File: config.mk
export PLATFORM = sky130hd
export DESIGN_NAME = uart_tx
export DESIGN_NICKNAME = d
export VERILOG_FILES = /design/src/rtl/uart_pkg.sv /design/src/rtl/uart_baud_gen.sv /design/src/rtl/uart_tx.sv
export SDC_FILE = /design/constraint.sdc
export NUM_CORES = 1
export LEC_CHECK = 0
export BUFFER_PORTS_ARGS = -buffer_cell sky130_fd_sc_hd__buf_2
export CAP_MARGIN = 20
export CORE_MARGIN = 2
export CORE_UTILIZATION = 57
export CTS_BUF_LIST = sky130_fd_sc_hd__clkbuf_8 sky130_fd_sc_hd__clkbuf_16
export CTS_CLUSTER_SIZE = 25
export DETAILED_ROUTE_END_ITERATION = 8
export GPL_ROUTABILITY_DRIVEN = 0
export PLACE_DENSITY = 0.77
export SLEW_MARGIN = 25
export SYNTH_ARGS = -nofsm -noshare
export SYNTH_HDL_FRONTEND = slang
export SYNTH_SLANG_ARGS = --single-unit
export TNS_END_PERCENT = 20
File: constraint.sdc
create_clock -name clk -period 6 [get_ports clk]
set_clock_uncertainty 0.05 [all_clocks]
set_input_delay 0.3 -clock clk [delete_from_list [all_inputs] [get_ports clk]]
set_output_delay 0.3 -clock clk [all_outputs]
set_load 0.005 [all_outputs]
File: src/rtl/uart_pkg.sv
// Shared UART definitions: FSM state encoding, frame geometry and the
// clocks-per-bit computation used by both uart_tx and uart_rx.
package uart_pkg;

  typedef enum logic [1:0] {
    ST_IDLE  = 2'd0,
    ST_START = 2'd1,
    ST_DATA  = 2'd2,
    ST_STOP  = 2'd3
  } uart_state_e;

  localparam int unsigned UART_DATA_BITS  = 8;
  localparam int unsigned UART_FRAME_BITS = 10;

  // Truncating division so transmitter and receiver land on the same bit period.
  function automatic int unsigned uart_division(input int unsigned sys_clock,
                                                input int unsigned baud_rate);
    return sys_clock / baud_rate;
  endfunction

endpackage

File: src/rtl/uart_baud_gen.sv
// Bit-period counter: counts 0..DIVISION-1, restarts on request, and
// flags the last clock of each bit period with a one-cycle tick.
module uart_baud_gen
  import uart_pkg::*;
#(
  parameter int unsigned DIVISION = 104
) (
  input  logic clk,
  input  logic reset,
  input  logic restart,
  output logic tick
);

  localparam logic [15:0] LAST_CNT = 16'(DIVISION - 1);

  logic [15:0] baud_cnt;

  assign tick = (baud_cnt == LAST_CNT);

  always_ff @(posedge clk) begin
    if (!reset) begin
      baud_cnt <= 16'd0;
    end else if (restart || tick) begin
      baud_cnt <= 16'd0;
    end else begin
      baud_cnt <= baud_cnt + 16'd1;
    end
  end

endmodule

File: src/rtl/uart_tx.sv
// 8N1 UART transmitter: accepts one byte per valid/ready handshake and
// shifts it out LSB first between a low start bit and a high stop bit.
//
//   state    | meaning
//   ---------+--------------------------------------------------
//   ST_IDLE  | line high, tx_ready high, waiting for tx_valid
//   ST_START | driving the start bit (0) for one bit period
//   ST_DATA  | driving data bit bit_idx, LSB first
//   ST_STOP  | driving the stop bit (1) for one bit period
module uart_tx
  import uart_pkg::*;
#(
  parameter int unsigned SYS_CLOCK = 1000000,
  parameter int unsigned BAUD_RATE = 9600
) (
  input  logic       clk,
  input  logic       reset,
  input  logic [7:0] tx_data,
  input  logic       tx_valid,
  output logic       tx_ready,
  output logic       tx_output,
  output logic       busy
);

  localparam int unsigned DIVISION = uart_division(SYS_CLOCK, BAUD_RATE);
  localparam logic [2:0]  LAST_BIT = 3'(UART_DATA_BITS - 1);

  if ((DIVISION < 2) || (DIVISION > 65535)) begin : g_bad_division
    $error("uart_tx: SYS_CLOCK/BAUD_RATE = %0d is outside 2..65535", DIVISION);
  end

  uart_state_e state, state_nx;
  logic [7:0]  shift_q, shift_nx;
  logic [2:0]  bit_idx, bit_idx_nx;
  logic        tx_output_nx;
  logic        busy_nx;
  logic        tx_ready_nx;
  logic        restart;
  logic        tick;
  logic        accept;

  assign accept = tx_valid && tx_ready;

  uart_baud_gen #(
    .DIVISION (DIVISION)
  ) u_baud_gen (
    .clk     (clk),
    .reset   (reset),
    .restart (restart),
    .tick    (tick)
  );

  always_ff @(posedge clk) begin
    if (!reset) begin
      state     <= ST_IDLE;
      shift_q   <= 8'd0;
      bit_idx   <= 3'd0;
      tx_output <= 1'b1;
      busy      <= 1'b0;
      tx_ready  <= 1'b1;
    end else begin
      state     <= state_nx;
      shift_q   <= shift_nx;
      bit_idx   <= bit_idx_nx;
      tx_output <= tx_output_nx;
      busy      <= busy_nx;
      tx_ready  <= tx_ready_nx;
    end
  end

  always_comb begin
    state_nx     = state;
    shift_nx     = shift_q;
    bit_idx_nx   = bit_idx;
    tx_output_nx = tx_output;
    busy_nx      = busy;
    tx_ready_nx  = tx_ready;
    restart      = 1'b0;

    unique case (state)
      ST_IDLE: begin
        tx_output_nx = 1'b1;
        busy_nx      = 1'b0;
        tx_ready_nx  = 1'b1;
        if (accept) begin
          state_nx     = ST_START;
          shift_nx     = tx_data;
          bit_idx_nx   = 3'd0;
          tx_output_nx = 1'b0;
          busy_nx      = 1'b1;
          tx_ready_nx  = 1'b0;
          restart      = 1'b1;
        end
      end

      ST_START: begin
        if (tick) begin
          state_nx     = ST_DATA;
          bit_idx_nx   = 3'd0;
          tx_output_nx = shift_q[0];
          shift_nx     = shift_q >> 1;
        end
      end

      // The shift register is consumed from bit 0, so the next bit is always shift_q[0].
      ST_DATA: begin
        if (tick) begin
          if (bit_idx == LAST_BIT) begin
            state_nx     = ST_STOP;
            tx_output_nx = 1'b1;
          end else begin
            bit_idx_nx   = bit_idx + 3'd1;
            tx_output_nx = shift_q[0];
            shift_nx     = shift_q >> 1;
          end
        end
      end

      ST_STOP: begin
        if (tick) begin
          state_nx     = ST_IDLE;
          tx_output_nx = 1'b1;
          busy_nx      = 1'b0;
          tx_ready_nx  = 1'b1;
        end
      end

      default: begin
        state_nx = ST_IDLE;
      end
    endcase
  end

endmodule
Word level (Yosys, flattened, before mapping)
Index checks and enable logic that the tools add are counted.
{ "totals": {"reg_bits": 32, "inputBits": 11, "output_inout_bits": 3, "wordCells": 58} }
{ "op_classes": {"n_addsub": 2, "eq_ne": 11, "n_mux": 27, "bitwise": 1, "n_reduce_logical": 10} }
{ "ops": {"columns": ["operator", "n"], "rows": [
  ["$mux 8", 4],
  ["$pmux 8 s3", 1],
  ["$add 16x1->16 const B", 1],
  ["$eq 16x7->1 const B", 1],
  ["$mux 3", 4],
  ["$mux 2", 5],
  ["$reduce_and 5->1", 2],
  ["$pmux 3 s3", 1],
  ["$mux 1", 8],
  ["$pmux 2 s4", 1],
  ["$ne 2x1->1 const B", 3],
  ["$ne 2x2->1 const B", 3],
  ["$eq 2x2->1 const B", 2],
  ["$pmux 1 s2", 2],
  ["$pmux 1 s4", 1],
  ["$add 3x1->3 const B", 1],
  ["$eq 3x3->1 const B", 1],
  ["$reduce_and 3->1", 1],
  ["$reduce_bool 3->1", 1],
  ["$eq 2x1->1 const B", 1],
  ["$logic_not 2->1", 1],
  ["$reduce_and 2->1", 1],
  ["$reduce_bool 2->1", 1],
  ["$reduce_or 2->1", 1],
  ["3 further kinds", 3]
]} }

Longest topological paths before layout
Gate-level depths: netlist (run 1).
{ "logic_depth": {"ltp_word": 5, "ltp_mapped": 8, "ltp_nobuf": 6} }

By module
From an unflattened synthesis (run 1), not the netlist that was laid out.
{ "hier_totals": {"hier_cells": 184, "area_unflattened_um2": 1664.1} }
{ "by_module_without_submodules": {"columns": ["module", "instances", "cells_per_inst", "area_per_inst_um2"], "rows": [
  ["uart_tx", 1, 102, 937.1],
  ["uart_baud_gen", 1, 82, 726.9]
]} }

Worst setup path before layout (run 1)
No wires, ideal clock.
{ "synth_path": {"kind": "register -> register", "start": "register u_baud_gen.baud_cnt[0]", "end": "register shift_q[2]", "setup_ps": 91, "arrival_time_ps": 1900, "required_time_ps": 5859, "slack_ps": 3959, "path_stages_with_launch": 7, "synth_period_minus_slack_ps": 2041, "path_cell_list": "dfxtp_1 > ha_1 > or4bb_1 > o41ai_4 > buf_6 > a21oi_1 > a311oi_1"} }
{ "synth_via": {"elab_chain_cells": 3} }
{ "synth_lines": {"columns": ["item", "line", "source"], "rows": [
  ["from (decl)", "uart_baud_gen.sv:16", "logic [15:0] baud_cnt;"],
  ["from (signal assigned)", "uart_baud_gen.sv:26", "baud_cnt <= baud_cnt + 16'd1;"],
  ["$eq 16x7->1 *", "uart_baud_gen.sv:18", "assign tick = (baud_cnt == LAST_CNT);"],
  ["$ne 2x1->1 (no source line)", null, null],
  ["$reduce_and 5->1 (no source line) *", null, null],
  ["to (signal assigned)", "uart_tx.sv:63", "shift_q <= shift_nx;"],
  ["to (decl)", "uart_tx.sv:33", "logic [7:0] shift_q, shift_nx;"]
]} }
Mark *: on every way between the ends. The rest lies on a longest branch, timed or not.
A chain may end at the register's enable or synchronous reset.

Final worst setup path (run 1)
{ "layout_path": {"start": "register u_baud_gen.baud_cnt[0]", "end": "register shift_q[1]"} }
Same word-level chain as after synthesis.

==> key figures, run 1 <==
Pwr
  • Leakage: 0.657 nW
  • P per Cell Area: 372 mW/mm^2
  • VDD IR-drop max: 332 uV

Synth
  • Number of synthesized register bits: 32
  • Share of the synthesized area in the top cell type: 37.8%
  • Syn Area/Cell: 9.20 sq um
  • Post-synth top area cell: dfxtp_1
  • Yosys cell types: 45
  • Register area share after synthesis: 37.8%
  • Synth Flop Type: dfxtp_1
  • YS warnings: 0
  • Synth Net Count: 202
  • Ys async rst share: 0%
  • Ranking of synthesized cells by area: dfxtp_1 38%, xnor2_1 6.2%, ha_1 5.2%
  • EDFF count, synth: 0
  • Mapped cell area: 0.00169 sq mm
  • Post-Syn Instances: 184

Floorplanning
  • Die Height: 58.5 um
  • I/O pin cnt: 14
  • Die W: 58.5 um
  • Core area: 0.00278 sq mm
  • Starting Density: 60.9%
  • Full die area: 0.00342 sq mm
  • Rows: 19

CTS
  • Clk_lat worst skew: 290 ps
  • Hold Buf Count CTS: 0
  • TritonCTS Buffers: 5
  • CTS max path bufs: 2
  • Root Driver: clkbuf_8
  • CTS tree: built
  • Clk pin slew, worst setup/hold paths: 60 ps
  • Clk sinks: 32
  • # resized after CTS: 0
  • CTS H-Tree Depth: 2
  • Post-CTS Setup Bufs: 0

Global routing
  • Largest net degree at the start of global routing: 18
  • Initial antenna violation count: 0
  • GR peak layer: met2
  • Total gr overflow: 0
  • Vias in the first global route: 1524
  • Routing usage on met2: 44.6%
  • All-Layer GR Usage: 25.4%
  • First-pass GRT wire length: 6580 um
  • M3 GR Usage: 5.93%
  • GR Layer Usage met1: 27.6%

STA
  • Final period utilization: 41.5%
  • Final setup viols: 0
  • Worst relative slew slack: 32.3%
  • Final hold viol count: 0
  • Period minus WS final: 2490 ps
  • Setup TNS: 0 ps
  • Slew @ Worst Pin: 1010 ps
  • RSZ-0062 raised after global routing: no
  • Achievable frequency: 401 MHz
  • Max Slew Vio Count: 0

Setup path
  • Critical path arrival: 2640 ps
  • Required time worst endpoint: 6140 ps
  • Worst-path maximum fanout: 15
  • Worst Setup End Kind: flip-flop
  • Worst Setup Start Kind: flip-flop
  • Critical setup path kind: reg2reg

Finish
  • Number of diodes: 0
  • Commonest non-fill, non-tap cells in the layout: 32 x dfxtp_1, 19 x nor2_1, 13 x buf_2, 12 x nand3_1, 12 x xnor2_1
  • Final net count: 214
  • Filler cells: 247
  • Most common cell after layout, fill and taps aside: dfxtp_1
  • Fraction of layout cells with a size suffix above 1: 13.3%
  • Finished Cell Area: 0.00182 sq mm
  • Synth-to-Final Area Change: 7.69%

Place
  • Port Buffers: 13
  • Cell Area, Placed: 0.00173 sq mm
  • DP HPWL: 2470 um

Route
  • Pre-antenna DRT Iters: 4
  • Routed len/inst: 15.4 um
  • DR vias: 1418
  • Final wirelength: 3490 um
  • Routed Antenna Nets: 0
  • DRC: 0
  • Vias per std cell: 6.25
  • Drt initial violations: 39

Status
  • Status: completed

Job
  • Max cap viols: 0

Worst hold path
  • Hold Path Class: in2reg
==> cells in the mapped netlist (2+ instances only) <==
master,number
nand3_1,12
mux2i_1,7
nor2_1,19
o21ai_1,2
nand4_1,10
or3_1,2
clkbuf_1,2
nor2b_1,2
ha_1,7
dfxtp_1,32
buf_6,3
nand2_1,5
xor2_1,2
a311oi_1,7
nor4_1,8
or2_2,2
a21oi_1,9
o21ai_0,2
nor3_1,5
o211ai_1,2
inv_1,8
xnor2_1,12
buf_4,2
==> power by group <==
group | switching, mW | total (mW) | internal (mW)
logic | 0.130 | 0.226 | 0.0968
clock network | 0.0792 | 0.181 | 0.102
registers | 0.0226 | 0.271 | 0.249
total | 0.231 | 0.679 | 0.447
==> registers in the layout (all words and copies together) (netlist names) <==
register and count:
busy 1, state 2, shift_q 8, u_baud_gen.baud_cnt 16
bit_idx 3, tx_ready 1, tx_output 1
==> routing by layer <==
| metal | up-vias | routed length, um |
|---|---|---|
| li1 | 709 | - |
| met1 | 684 | 1500 |
| met2 | 19 | 1820 |
| met3 | 6 | 86 |
| met4 | 0 | 80 |
| met5 | - | 0 |
==> worst paths after layout <==
kind	startpoint	slack [ps]	depth (start not counted)	endpoint
setup / recovery	u_baud_gen.baud_cnt[0]	3510	5	shift_q[1]
hold / removal	tx_data[7]	240	3	shift_q[7]
setup reg to reg	u_baud_gen.baud_cnt[0]	3510	5	shift_q[1]
hold reg to reg	u_baud_gen.baud_cnt[0]	430	1	u_baud_gen.baud_cnt[0]
==> final cells by class <==
class	count	area [sq um]	area share, %
inverter	9	33.8	1.85
clock buffer	7	96.3	5.28
timing repair buffer	13	65.1	3.57
tap	31	38.8	2.13
sequential	32	641	35.1
multi-input combinational	135	948	52.0
==> cells by family after synthesis <==
logic type | Yosys count | synth area share [%]
AOI/OAI and AO/OA | 33 | 15.4
xor gates and xnor gates | 14 | 7.24
adders and majority gates | 7 | 5.17
buffers and inverters | 17 | 6.13
DFF | 32 | 37.8
muxes | 7 | 4.14
and+or+nand+nor | 74 | 24.1
==> critical path, cell delays in order, from the launching register on <==
cell and delay, ps:
dfxtp_1 370, ha_1 250, or4bb_1 580, o41ai_4 640, a21oi_1 180, a311oi_1 320
==> metrics by stage <==
stage	util, %	hold slack, ps	setup WS (ps)	instances	power, mW
after global routing	65.5	262	3320	227	0.722
after global placement	62.1	379	3750	220	0.483
after detailed placement	62.1	423	3530	220	0.498
after CTS	65.5	234	3510	227	0.680
after floorplan	-	368	3960	184	0.465
final	65.5	236	3510	227	0.679
(Power assumes the default switching activity.)
==> inputs of run 2 (changes only) <==
clock period = 2.5 ns   (was 6 ns; I/O delays follow)
==> key figures, run 2 (synthesis gave the netlist of run 1 again) <==
Setup path
  • Worst Setup End Kind: flip-flop (unchanged)
  • Required time worst endpoint: 2640 ps (was 6140 ps)
  • CP bufs+invs: 1 (was 0)
  • Critical path arrival: 2260 ps (was 2640 ps)
  • Worst Setup Start Kind: flip-flop (unchanged)
  • CP max-delay cell: or4bb_1 (was o41ai_4)
  • Worst path depth: 6 (was 5)
  • Critical setup path kind: reg2reg (unchanged)
  • Highest cell delay on the worst timing path: 570 ps (was 640 ps)
  • CP Cell Sequence: ha_1, or4bb_1, o41ai_4, buf_4, a21oi_1, a311oi_1 (was ha_1, or4bb_1, o41ai_4, a21oi_1, a311oi_1)
  • CP top delay family: compound AO/OA/AOI/OAI gates (unchanged)
  • Worst-case reg-to-reg path depth: 6 (was 5)
  • Worst-path maximum fanout: 15 (unchanged)
  • Reg2Reg Setup Slack: 380 ps (was 3510 ps)

STA
  • Achievable frequency: 471 MHz (was 401 MHz)
  • Setup TNS: 0 ps (unchanged)
  • RSZ-0062 raised after global routing: no (unchanged)
  • Final hold viol count: 0 (unchanged)
  • Slew @ Worst Pin: 618 ps (was 1010 ps)
  • Max Slew Vio Count: 0 (unchanged)
  • Worst relative slew slack: 58.4% (was 32.3%)
  • Final period utilization: 84.8% (was 41.5%)
  • Final setup viols: 0 (unchanged)
  • Period minus WS final: 2120 ps (was 2490 ps)

Pwr
  • P per Cell Area: 876 mW/mm^2 (was 372 mW/mm^2)
  • VDD IR-drop max: 607 uV (was 332 uV)
  • Leakage: 0.673 nW (was 0.657 nW)

Place
  • DP HPWL: 2550 um (was 2470 um)
  • Cell Area, Placed: 0.00175 sq mm (was 0.00173 sq mm)
  • Port Buffers: 13 (unchanged)
  • Placed Cells: 223 (was 220)

CTS
  • CTS H-Tree Depth: 2 (unchanged)
  • TritonCTS Buffers: 5 (unchanged)
  • CTS max path bufs: 2 (unchanged)
  • Clk pin slew, worst setup/hold paths: 60 ps (about the same)
  • Clk_lat worst skew: 290 ps (about the same)
  • Root Driver: clkbuf_8 (unchanged)
  • # resized after CTS: 0 (unchanged)
  • Post-CTS Setup Bufs: 0 (unchanged)
  • Clk sinks: 32 (unchanged)
  • CTS tree: built (unchanged)
  • Hold Buf Count CTS: 0 (unchanged)

Worst hold path
  • Worst hold stages: 3 (unchanged)
  • Hold Path Class: in2reg (unchanged)

Global routing
  • GR peak layer: met2 (unchanged)
  • GR Layer Usage met1: 26.1% (was 27.6%)
  • Total gr overflow: 0 (unchanged)
  • M3 GR Usage: 7.69% (was 5.93%)
  • Routing usage on met2: 42.4% (was 44.6%)
  • Initial antenna violation count: 0 (unchanged)
  • Largest net degree at the start of global routing: 18 (unchanged)
  • All-Layer GR Usage: 24.0% (was 25.4%)
  • Vias in the first global route: 1450 (was 1524)
  • First-pass GRT wire length: 6260 um (was 6580 um)

Finish
  • Number of diodes: 0 (unchanged)
  • Final net count: 217 (was 214)
  • Filler cells: 221 (was 247)
  • Fraction of layout cells with a size suffix above 1: 14.0% (was 13.3%)
  • Largest regs: u_baud_gen.baud_cnt (16), shift_q (8), bit_idx (3) (unchanged)
  • Most common cell after layout, fill and taps aside: dfxtp_1 (unchanged)
  • Commonest non-fill, non-tap cells in the layout: 32 x dfxtp_1, 19 x nor2_1, 13 x buf_2, 12 x nand3_1, 12 x xnor2_1 (unchanged)
  • Synth-to-Final Area Change: 8.65% (was 7.69%)
  • Finished Cell Area: 0.00184 sq mm (was 0.00182 sq mm)
  • Largest reg by FF count: u_baud_gen.baud_cnt (unchanged)
  • Max reg flops: 16 (unchanged)
  • Count of non-filler cells in the finished layout: 231 (was 227)

Route
  • Drt initial violations: 69 (was 39)
  • DRC: 0 (unchanged)
  • DR vias: 1467 (was 1418)
  • Routed Antenna Nets: 0 (unchanged)
  • Pre-antenna DRT Iters: 4 (unchanged)
  • Final wirelength: 3560 um (was 3490 um)
  • Vias per std cell: 6.35 (was 6.25)
  • Routed len/inst: 15.4 um (about the same)

Status
  • Status: completed (unchanged)

Job
  • Max cap viols: 0 (unchanged)

Floorplanning
  • I/O pin cnt: 14 (unchanged)
  • Core area: 0.00278 sq mm (unchanged)
  • Rows: 19 (unchanged)
  • Full die area: 0.00342 sq mm (unchanged)
  • Die W: 58.5 um (unchanged)
  • Starting Density: 60.9% (unchanged)
  • Die Height: 58.5 um (unchanged)
-- run 2: through the flow --
| step | power (mW) | hold slack (ps) | worst slack, ps | util [%] |
|---|---|---|---|---|
| finish | 1.61 | 77.8 | 379 | 66.1 |
| global route | 1.71 | 85.3 | 206 | 66.1 |
| floorplan | 1.12 | 243 | 459 | - |
| CTS | 1.62 | 64.3 | 372 | 66.1 |
| detailed placement | 1.22 | 371 | 392 | 62.9 |
| global placement | 1.18 | 358 | 493 | 62.9 |
-- run 2: area by class of cell --
type                       instances  area (sq um)  area share, %
clock buffer                       6          82.6           4.49
clock inverter                     2          7.51          0.408
inverter                           9          33.8           1.84
multi-input combinational        135           948           51.6
sequential                        32           641           34.8
tap                               31          38.8           2.11
timing repair buffer              16          87.6           4.76
-- run 2: worst paths after layout --
kind / from / to
worst min register to register: u_baud_gen.baud_cnt[0] / u_baud_gen.baud_cnt[0]
worst min-delay path: tx_data[7] / shift_q[7]
worst max-delay path: u_baud_gen.baud_cnt[0] / shift_q[2]
worst max register to register: u_baud_gen.baud_cnt[0] / shift_q[2]
-- run 2: metal layers --
| layer | part of all wire, % | wire length [um] |
|---|---|---|
| met4 | 1.6 | 58 |
| met5 | 0 | 0 |
| met1 | 42 | 1480 |
| met2 | 53 | 1880 |
| met3 | 4.0 | 141 |
-- run 2: where the power goes --
group / internal (mW) / total (mW) / switching, mW
combinational: 0.250 / 0.558 / 0.308
sequential: 0.597 / 0.651 / 0.0549
clock: 0.216 / 0.401 / 0.185
total: 1.06 / 1.61 / 0.548
-- run 2: tightest hold or removal path, stage by stage --
cell      delay [ps]
buf_2            100
nand4b_1          80
a21oi_1           60
